==> config.mk <==
export PLATFORM = sky130hd
export DESIGN_NAME = axi_burst_addr_gen
export DESIGN_NICKNAME = d
export VERILOG_FILES = /design/src/rtl/axi_burst_addr_gen_pkg.sv /design/src/rtl/axi_burst_next_addr.sv /design/src/rtl/axi_burst_addr_gen.sv
export SDC_FILE = /design/constraint.sdc
export NUM_CORES = 1
export LEC_CHECK = 0
export CAP_MARGIN = 20
export CORE_UTILIZATION = 55
export CTS_CLUSTER_DIAMETER = 50
export DETAILED_ROUTE_END_ITERATION = 8
export GPL_TIMING_DRIVEN = 0
export HOLD_SLACK_MARGIN = 0.12
export PLACE_DENSITY = 0.79
export SLEW_MARGIN = 20
export SYNTH_ARGS = -nofsm -noshare
export SYNTH_HDL_FRONTEND = slang
export SYNTH_HIERARCHICAL = 1
export SYNTH_SLANG_ARGS = --single-unit
==> constraint.sdc <==
create_clock -name clk_i -period 7.95 [get_ports clk_i]
set_input_delay 0.795 -clock clk_i [delete_from_list [all_inputs] [get_ports clk_i]]
set_output_delay 0.795 -clock clk_i [all_outputs]
set_load 0.05 [all_outputs]
==> src/rtl/axi_burst_addr_gen_pkg.sv <==
// Shared AXI types plus the burst helper constants and wrap-window functions.
// Latency: none, types and pure functions only.
// Backpressure: not applicable.
package axi_burst_addr_gen_pkg;

    typedef enum logic [2:0] {
        AXI_SIZE_1B   = 3'd0,
        AXI_SIZE_2B   = 3'd1,
        AXI_SIZE_4B   = 3'd2,
        AXI_SIZE_8B   = 3'd3,
        AXI_SIZE_16B  = 3'd4,
        AXI_SIZE_32B  = 3'd5,
        AXI_SIZE_64B  = 3'd6,
        AXI_SIZE_128B = 3'd7
    } axi_burst_size;

    typedef enum logic [1:0] {
        AXI_BURST_FIXED = 2'b00,
        AXI_BURST_INCR  = 2'b01,
        AXI_BURST_WRAP  = 2'b10,
        AXI_BURST_RSVD  = 2'b11
    } axi_burst_type;

    typedef enum logic [1:0] {
        AXI_RESP_OKAY   = 2'b00,
        AXI_RESP_EXOKAY = 2'b01,
        AXI_RESP_SLVERR = 2'b10,
        AXI_RESP_DECERR = 2'b11
    } axi_response;

    localparam int AXI_4KB_PAGE_BITS  = 12;
    localparam int AXI_MAX_WRAP_BEATS = 16;

    // A legal wrap window is at most 16 beats x 128 bytes = 2KB, so it never
    // leaves its 4KB page: only the in-page offset bits take part in wrapping.
    typedef logic [AXI_4KB_PAGE_BITS-1:0] page_ofs_t;

    // Size of the wrap window in bytes: bytes_per_beat * (len + 1).
    function automatic page_ofs_t calc_wrap_bytes(input logic [2:0] size,
                                                  input logic [7:0] len);
        return ({4'b0000, len} + 12'd1) << size;
    endfunction

    // In-page offset of the wrap window's lower boundary for a given address.
    function automatic page_ofs_t calc_wrap_lower(input page_ofs_t addr,
                                                  input logic [2:0] size,
                                                  input logic [7:0] len);
        return addr & ~(calc_wrap_bytes(size, len) - 12'd1);
    endfunction

endpackage

==> src/rtl/axi_burst_next_addr.sv <==
// Combinational next-beat address for FIXED, INCR and WRAP bursts.
// Latency: purely combinational.
// Backpressure: none, the caller decides when to take the new address.
module axi_burst_next_addr
    import axi_burst_addr_gen_pkg::*;
#(
    parameter int ADDR_WIDTH = 32,
    parameter int LEN_WIDTH  = 8
) (
    input  logic [ADDR_WIDTH-1:0] cur_addr,
    input  logic [ADDR_WIDTH-1:0] start_addr,
    input  logic [2:0]            size,
    input  logic [LEN_WIDTH-1:0]  len,
    input  logic [1:0]            burst,
    output logic [ADDR_WIDTH-1:0] next_addr
);

    localparam int PB = AXI_4KB_PAGE_BITS;
    localparam logic [ADDR_WIDTH-1:0] ONE = 1;

    logic [ADDR_WIDTH-1:0] bytes;
    logic [ADDR_WIDTH-1:0] incr_next;
    logic [7:0]            len8;
    page_ofs_t             wrap_lo;
    page_ofs_t             wrap_bytes;
    page_ofs_t             wrap_next;

    // Only wrap lengths up to 16 beats are legal, so 8 bits of len suffice.
    assign len8       = 8'(len);
    assign bytes      = ONE << size;
    // Aligning first makes an unaligned start land on the next aligned beat.
    assign incr_next  = (cur_addr & ~(bytes - ONE)) + bytes;
    assign wrap_lo    = calc_wrap_lower(start_addr[PB-1:0], size, len8);
    assign wrap_bytes = calc_wrap_bytes(size, len8);
    assign wrap_next  = cur_addr[PB-1:0] + bytes[PB-1:0];

    // Select the next address by burst type; reserved types hold the address.
    always_comb begin
        next_addr = cur_addr;
        case (axi_burst_type'(burst))
            AXI_BURST_INCR: next_addr = incr_next;
            AXI_BURST_WRAP: next_addr = {start_addr[ADDR_WIDTH-1:PB],
                                         (wrap_next == wrap_lo + wrap_bytes) ? wrap_lo : wrap_next};
            default:        next_addr = cur_addr;
        endcase
    end

endmodule

==> src/rtl/axi_burst_addr_gen.sv <==
// Expands one AXI address command into per-beat addr/lane/idx/last/resp; optional 4KB check: AXI_BURST_4KB_CHECK_EN.
// Latency: first beat valid the cycle after cmd acceptance; one beat per cycle while beat_ready_i is high.
// Backpressure: beat outputs hold while beat_ready_i is low; cmd_ready_o is low for the whole burst.
module axi_burst_addr_gen
    import axi_burst_addr_gen_pkg::*;
#(
    parameter int ADDR_WIDTH = 32,
    parameter int DATA_WIDTH = 64,
    parameter int ID_WIDTH   = 4,
    parameter int LEN_WIDTH  = 8,
    localparam int LANE_W    = (DATA_WIDTH > 8) ? $clog2(DATA_WIDTH / 8) : 1
) (
    input  logic                  clk_i,
    input  logic                  rst_i,
    input  logic                  cmd_valid_i,
    output logic                  cmd_ready_o,
    input  logic [ADDR_WIDTH-1:0] cmd_addr_i,
    input  logic [LEN_WIDTH-1:0]  cmd_len_i,
    input  logic [2:0]            cmd_size_i,
    input  logic [1:0]            cmd_burst_i,
    input  logic [ID_WIDTH-1:0]   cmd_id_i,
    output logic                  beat_valid_o,
    input  logic                  beat_ready_i,
    output logic [ADDR_WIDTH-1:0] beat_addr_o,
    output logic [LANE_W-1:0]     beat_lane_o,
    output logic [LEN_WIDTH-1:0]  beat_idx_o,
    output logic [ID_WIDTH-1:0]   beat_id_o,
    output logic                  beat_last_o,
    output logic [1:0]            beat_resp_o,
    output logic                  busy_o
);

    localparam logic [0:0] ST_IDLE  = 1'b0;
    localparam logic [0:0] ST_BURST = 1'b1;

    localparam logic [2:0]            MAX_SIZE = 3'($clog2(DATA_WIDTH / 8));
    localparam logic [ADDR_WIDTH-1:0] ONE      = 1;
    localparam logic [LEN_WIDTH:0]    BEAT_ONE = 1;
    localparam logic [LEN_WIDTH:0]    WRAP_MAX = (LEN_WIDTH + 1)'(AXI_MAX_WRAP_BEATS);

    logic [0:0]            state_q;
    logic [ADDR_WIDTH-1:0] addr_q;
    logic [ADDR_WIDTH-1:0] start_q;
    logic [LEN_WIDTH-1:0]  len_q;
    logic [LEN_WIDTH-1:0]  idx_q;
    logic [2:0]            size_q;
    logic [1:0]            burst_q;
    logic [ID_WIDTH-1:0]   id_q;
    logic                  err_q;

    logic [ADDR_WIDTH-1:0] next_addr;
    logic [ADDR_WIDTH-1:0] cmd_bytes;
    logic [LEN_WIDTH:0]    cmd_beats;
    logic                  cmd_is_wrap;
    logic                  cmd_illegal;
    logic                  beat_last;

    axi_burst_next_addr #(
        .ADDR_WIDTH (ADDR_WIDTH),
        .LEN_WIDTH  (LEN_WIDTH)
    ) u_next_addr (
        .cur_addr   (addr_q),
        .start_addr (start_q),
        .size       (size_q),
        .len        (len_q),
        .burst      (burst_q),
        .next_addr  (next_addr)
    );

    assign cmd_bytes   = ONE << cmd_size_i;
    assign cmd_beats   = (LEN_WIDTH + 1)'(cmd_len_i) + BEAT_ONE;
    assign cmd_is_wrap = (axi_burst_type'(cmd_burst_i) == AXI_BURST_WRAP);

`ifdef AXI_BURST_4KB_CHECK_EN
    logic [ADDR_WIDTH-1:0] cmd_end;
    logic                  cmd_page_cross;
    // Last byte of the burst measured from the aligned start, modulo the address space.
    assign cmd_end        = (cmd_addr_i & ~(cmd_bytes - ONE))
                          + ((ADDR_WIDTH'(cmd_len_i) + ONE) << cmd_size_i) - ONE;
    assign cmd_page_cross = (axi_burst_type'(cmd_burst_i) == AXI_BURST_INCR) &&
                            (cmd_end[ADDR_WIDTH-1:AXI_4KB_PAGE_BITS] !=
                             cmd_addr_i[ADDR_WIDTH-1:AXI_4KB_PAGE_BITS]);
`else
    logic cmd_page_cross;
    assign cmd_page_cross = 1'b0;
`endif

    // Burst-wide legality, evaluated on the command as presented at acceptance.
    always_comb begin
        cmd_illegal = 1'b0;
        if (cmd_size_i > MAX_SIZE)
            cmd_illegal = 1'b1;
        if (axi_burst_type'(cmd_burst_i) == AXI_BURST_RSVD)
            cmd_illegal = 1'b1;
        if (cmd_is_wrap && ((cmd_beats < 2) || (cmd_beats > WRAP_MAX) ||
                            ((cmd_beats & (cmd_beats - BEAT_ONE)) != '0)))
            cmd_illegal = 1'b1;
        if (cmd_is_wrap && ((cmd_addr_i & (cmd_bytes - ONE)) != '0))
            cmd_illegal = 1'b1;
        if (cmd_page_cross)
            cmd_illegal = 1'b1;
    end

    assign beat_last = (idx_q == len_q);

    // Command capture, beat stepping and the IDLE/BURST state machine.
    always_ff @(posedge clk_i or posedge rst_i) begin
        if (rst_i) begin
            state_q <= ST_IDLE;
            addr_q  <= '0;
            start_q <= '0;
            len_q   <= '0;
            idx_q   <= '0;
            size_q  <= '0;
            burst_q <= '0;
            id_q    <= '0;
            err_q   <= 1'b0;
        end else begin
            case (state_q)
                ST_IDLE: begin
                    if (cmd_valid_i) begin
                        state_q <= ST_BURST;
                        addr_q  <= cmd_addr_i;
                        start_q <= cmd_addr_i;
                        len_q   <= cmd_len_i;
                        idx_q   <= '0;
                        size_q  <= cmd_size_i;
                        burst_q <= cmd_burst_i;
                        id_q    <= cmd_id_i;
                        err_q   <= cmd_illegal;
                    end
                end
                default: begin
                    if (beat_ready_i) begin
                        if (beat_last) begin
                            state_q <= ST_IDLE;
                        end else begin
                            idx_q <= idx_q + 1'b1;
                            // Errored bursts keep reporting the command address.
                            if (!err_q)
                                addr_q <= next_addr;
                        end
                    end
                end
            endcase
        end
    end

    assign cmd_ready_o  = (state_q == ST_IDLE);
    assign busy_o       = (state_q == ST_BURST);
    assign beat_valid_o = (state_q == ST_BURST);
    assign beat_addr_o  = addr_q;
    assign beat_lane_o  = (DATA_WIDTH > 8) ? addr_q[LANE_W-1:0] : '0;
    assign beat_idx_o   = idx_q;
    assign beat_id_o    = id_q;
    // Gated by state so the idle/reset value of last is 0.
    assign beat_last_o  = (state_q == ST_BURST) && beat_last;
    assign beat_resp_o  = err_q ? AXI_RESP_SLVERR : AXI_RESP_OKAY;

endmodule

Word level (Yosys, flattened, before mapping) --
Index checks and enable logic that the tools add are counted.
Word-level totals: bits in registers 91, input port bits 53
Operators by class: shifts and indexed selects 3, multiplexer cells 20, reductions and logical operators 11, add/sub/neg operators 10, bitwise operators 7, magnitude comparators 3, eq/ne operators 10
Operator list (count):
- $mux 32 | 5
- $and 32x32->32 | 2
- $pmux 32 s2 | 1
- $shl 1x3->32 const A | 2
- $sub 32x1->32 const B | 2
- $add 32x32->32 | 1
- $mux 8 | 4
- $not 32->32 | 1
- $reduce_bool 32->1 | 1
- $add 12x12->12 | 2
- $add 8x1->9 const B | 2
- $and 12x12->12 | 1
- $eq 12x12->1 | 1
- $mux 12 | 1
- $not 12->12 | 1
- $shl 12x3->12 | 1
- $sub 12x1->12 const B | 1
- $and 9x9->9 | 1
- $gt 9x5->1 const B | 1
- $lt 9x2->1 const B | 1
- $reduce_bool 9->1 | 1
- $sub 9x1->9 const B | 1
- $add 8x1->8 const B | 1
- $eq 8x8->1 | 1
- other kinds (14) | 28

Depth between registers and ports, before layout --
word-level depth 13, gate-level depth with buffers 27, depth with buffers taken out 24

Hierarchy --
The synthesis kept the hierarchy.
By module, submodules not included:
- axi_burst_next_addr | area each 4495.6 um2, seq. area each 0.0 um2, cells an instance 692, instances 1
- axi_burst_addr_gen | area each 4350.4 um2, seq. area each 2277.2 um2, cells an instance 387, instances 1

Worst setup path before layout --
No wires, ideal clock.
path type flip-flop to flip-flop, start point register len_q[1], end point register addr_q[5], in the netlist beat_addr_o[5], arrival time 5647 ps, stages on the path, launching flop included 24, path slack 2177 ps, clock period less this slack 5773 ps, setup time 126 ps, buffers on the path 2, path through dfrtp_1 > ha_1 > or2_1 > nand3_1 > ha_1 > clkbuf_1 > o21ai_0 > a211oi_1 > a21oi_1 > nor4_1 > nor2b_1 > xnor2_1 > and2_1 > ha_1 > xnor3_1 > mux2_2 > a2111oi_0 > nand4_1 > or4_4 > or2_4 > buf_6 > a311o_1 > mux2i_1 > a21oi_1
On the way: longest elaborated chain between the ends 13, elaborated cells on any way between the ends 16, classes of those cells add/sub (3); eq/ne (3); shift (1); mux (6); bitwise (2); reduce/logical (1)
Ends and longest elaborated chain:
- start, declared | line axi_burst_addr_gen.sv:44 | logic [LEN_WIDTH-1:0] len_q;
- start signal, assigned | line axi_burst_addr_gen.sv:125 | len_q <= cmd_len_i;
- $add 8x1->9 * | line axi_burst_addr_gen_pkg.sv:41 | return ({4'b0000, len} + 12'd1) << size;
- $shl 12x3->12 * | line axi_burst_addr_gen_pkg.sv:41
- $sub 12x1->12 | line axi_burst_addr_gen_pkg.sv:48 | return addr & ~(calc_wrap_bytes(size, len) - 12'd1);
- $not 12->12 | line axi_burst_addr_gen_pkg.sv:48
- $and 12x12->12 | line axi_burst_addr_gen_pkg.sv:48
- $add 12x12->12 | line axi_burst_next_addr.sv:43 | (wrap_next == wrap_lo + wrap_bytes) ? wrap_lo : wrap_next};
- $eq 12x12->1 | line axi_burst_next_addr.sv:43
- $mux 12 * | line axi_burst_next_addr.sv:43
- $pmux 32 s2 * | line axi_burst_next_addr.sv:40 | case (axi_burst_type'(burst))
- named net next_addr[5] | line axi_burst_addr_gen.sv:51 | logic [ADDR_WIDTH-1:0] next_addr;
- $mux 32 * | line axi_burst_addr_gen.sv:140 | if (!err_q)
- $mux 32 * | line axi_burst_addr_gen.sv:135 | if (beat_last) begin
- $mux 32 * | line axi_burst_addr_gen.sv:134 | if (beat_ready_i) begin
- $mux 32 * | line axi_burst_addr_gen.sv:119 | case (state_q)
- end signal, assigned | line axi_burst_addr_gen.sv:123 | addr_q <= cmd_addr_i;
- end signal, assigned | line axi_burst_addr_gen.sv:141 | addr_q <= next_addr;
- end, declared | line axi_burst_addr_gen.sv:42 | logic [ADDR_WIDTH-1:0] addr_q;
The timed path passes the listed nets; every way through them passes the cells marked *. The select of a mux whose other input is x is not followed. A chain may end at the register's enable or synchronous reset.

Final worst setup path --
Same ends and word-level chain as after synthesis.

==> impl_metrics.py <==
metrics = {
    "timing": {
        "maxSlewViolCount": 0,
        "fin_skew_ns": 0.0118,
        "max_freq_mhz": 143,
        "slew_headroom_pct": 42.9,
        "min_period_over_period_pct": 88.2,
        "tightest_slew_ns": 0.856,
        "setup_tns_ns": 0,
        "setup_viol": 0,
        "period_needed_ns": 7.01,
        "hold_viol": 0,
        "rsz0062_at_grt": "no",
    },
    "clocking": {
        "clk_latency_ns": 0.35,
        "htreeDepth": 3,
        "holdBufCountCts": 0,
        "cts_setup_buffers": 0,
        "clkTransAtPathRegs_ns": 0.06,
        "clock_sinks": 91,
        "cts_root_buffer": "clkbuf_16",
        "cts_buffers": 9,
        "cts_tree": "built",
        "cts_buffer_depth": 2,
        "cts-resized-gates": 0,
    },
    "cells_and_area": {
        "n_antenna_cell": 0,
        "post-route-util_pct": 67.8,
        "final_net_count": 1274,
        "syn2layout_area_growth_pct": 18.3,
        "drive_gt1_share_pct": 11.2,
    },
    "global_routing": {
        "grt_pass1_wl_um": 44200,
        "antenna_found_initial": 0,
        "grt_use_total_pct": 34.4,
        "grt_start_max_net_pins": 67,
        "grt.overflow.total": 0,
        "grt_pass1_vias": 8361,
    },
    "die": {
        "start_util_pct": 57.3,
        "die_h_um": 129,
        "io_pins": 106,
        "core_um2": 15400,
        "dieWidth_um": 129,
        "dieArea_um2": 16600,
        "fp-row-count": 45,
    },
    "placement": {
        "dpl.hpwl_um": 21200,
        "portBuffers": 101,
        "gp_congestion": 0.977,
    },
    "critical_path": {
        "rr_worst_depth": 23,
        "worstSetupPathType": "reg -> reg",
        "timing.rr.start": "len_q[1]",
        "crit_start": "len_q[1]",
        "rrSetupSlack_ns": 0.94,
        "cp_max_fo": 10,
        "r2r-end": "beat_addr_o[5]",
        "cp-endpoint": "beat_addr_o[5]",
        "cp-start-kind": "flop",
        "crit_arrival_ns": 7.23,
        "crit_required_ns": 8.17,
        "cp-end-kind": "flop",
    },
    "logic_synthesis": {
        "ys_seq_elements": 91,
        "synth_top_area_share_pct": 25.7,
        "ys_seq_area_share_pct": 25.7,
        "yosysWarnings": 6,
        "synthesis.area_um2": 8850,
        "synth_top_flop_cell": "dfrtp_1",
        "synth_edf_count": 0,
        "synth_nets": 1160,
        "synthTopCellsByCount": "98 x a21oi_1, 91 x dfrtp_1, 90 x nor2_1, 66 x nand2_1, 54 x mux2_2",
        "synth_area_leaders": "dfrtp_1 26%, mux2_2 6.9%, a21oi_1 5.5%, mux2i_1 5.4%, ha_1 3.8%",
        "ys_types": 99,
        "synth_cells": 1079,
        "synth-async-reset-ratio_pct": 100,
        "avgSynthCellArea_um2": 8.20,
        "yosysTopAreaCell": "dfrtp_1",
        "synth_most_common_cell": "a21oi_1",
    },
    "detailed_routing": {
        "num_vias": 9252,
        "vias_per_cell": 6.57,
        "postRouteAntennaNets": 0,
        "first_iter_violations": 1129,
        "wl_per_cell_um": 20.1,
        "route.detailed.drc": 0,
        "routed_wl_um": 28300,
        "drt_first_pass_iters": 5,
    },
    "worst_hold_path": {
        "min_path_type": "reg -> reg",
    },
    "status": {
        "status": "finished, final reports clean",
    },
    "job": {
        "drv_cap": 0,
    },
}
[metal layers]
| layer | part of all wire [%] | wire (um) | GRT usage, % |
|---|---|---|---|
| met1 | 42 | 11800 | 47.6 |
| met2 | 44 | 12400 | 52.5 |
| met3 | 10 | 2920 | 6.36 |
| met4 | 4.0 | 1130 | 14.7 |
| met5 | 0 | 0 | 0 |
[worst max-delay path, stage by stage (launching register included)]
cell and delay, ns:
dfrtp_1 0.59, ha_1 0.38, or2_1 0.30, nand3_1 0.13, ha_1 0.16, clkbuf_1 0.36, o21ai_0 0.17, a211oi_1 0.19
a21oi_1 0.15, nor4_1 0.72, nor2b_1 0.24, xnor2_1 0.13, and2_1 0.19, ha_1 0.31, xnor3_1 0.39, mux2_2 0.35
a2111oi_0 0.45, nand4_1 0.14, or4_4 0.50, or2_4 0.29, buf_6 0.15, a311o_1 0.35, mux2i_1 0.14, a21oi_1 0.09
[state kept, by name, indices dropped and copies added, names as in the netlist]
signal / count
burst_q: 2
len_q: 8
beat_idx_o: 8
beat_id_o: 4
size_q: 3
beat_addr_o: 32
err_q: 1
start_q: 32
beat_valid_o: 1
[layout make-up]
type	count	area, um2
sequential	91	2280
clock inverter	6	72.6
multi-input combinational	868	6030
fill	1326	4960
tap	211	264
buffer	75	377
timing repair buffer	103	1040
inverter	45	174
clock buffer	9	225
[logic make-up (layout without fill, tap and decap cells)]
family | after synthesis | in the layout | share of synthesized area (%)
AOI/OAI and AO/OA | 316 | 316 | 24.5
xor gates and xnor gates | 50 | 50 | 5.28
adders and majority gates | 28 | 28 | 4.05
buffers and inverters | 120 | 238 | 6.17
DFF | 91 | 91 | 25.7
muxes | 102 | 102 | 12.3
other | 1 | 1 | 0.0424
and+or+nand+nor | 371 | 371 | 21.9
[worst min path at each step]
stage                       from  slack [ns]  depth (start not counted)            to
floorplan             start_q[7]        0.47                          1    start_q[7]
global placement      start_q[7]        0.48                          1    start_q[7]
detailed placement   start_q[22]        0.50                          1   start_q[22]
finish              beat_id_o[3]        0.51                          1  beat_id_o[3]
global route          start_q[7]        0.53                          1    start_q[7]
CTS                  start_q[12]        0.51                          1   start_q[12]
[stage by stage]
step / setup slack, ns / instances / hold WS, ns / area, um2
6_report: 0.941 / 1408 / 0.512 / 10500
4_1_cts: 1.05 / 1408 / 0.511 / 10500
2_1_floorplan: 2.18 / 1079 / 0.472 / 8850
3_3_place_gp: 1.23 / 1391 / 0.484 / 10100
5_1_grt: 0.641 / 1408 / 0.526 / 10500
3_5_place_dp: 1.08 / 1393 / 0.496 / 10200
[cells in the final DEF (no fill, tap or decap), types with 16 or more instances in the layout]
cell             instances
xor2_1                  16
and2_1                  21
mux2_2                  54
nor2_1                  90
xnor2_1                 32
and3_1                  23
nor3_1                  37
o21ai_0                 52
ha_1                    27
nand2_1                 66
nand3_1                 39
nand4_1                 17
o211ai_1                16
clkdlybuf4s50_1        101
inv_1                   43
mux2i_1                 48
buf_2                   20
clkbuf_1                32
nor4_1                  16
a21oi_1                 98
dfrtp_1                 91
Power is not shown: default switching activity piles up to over one toggle a cycle in this logic, so the estimate is an artifact.
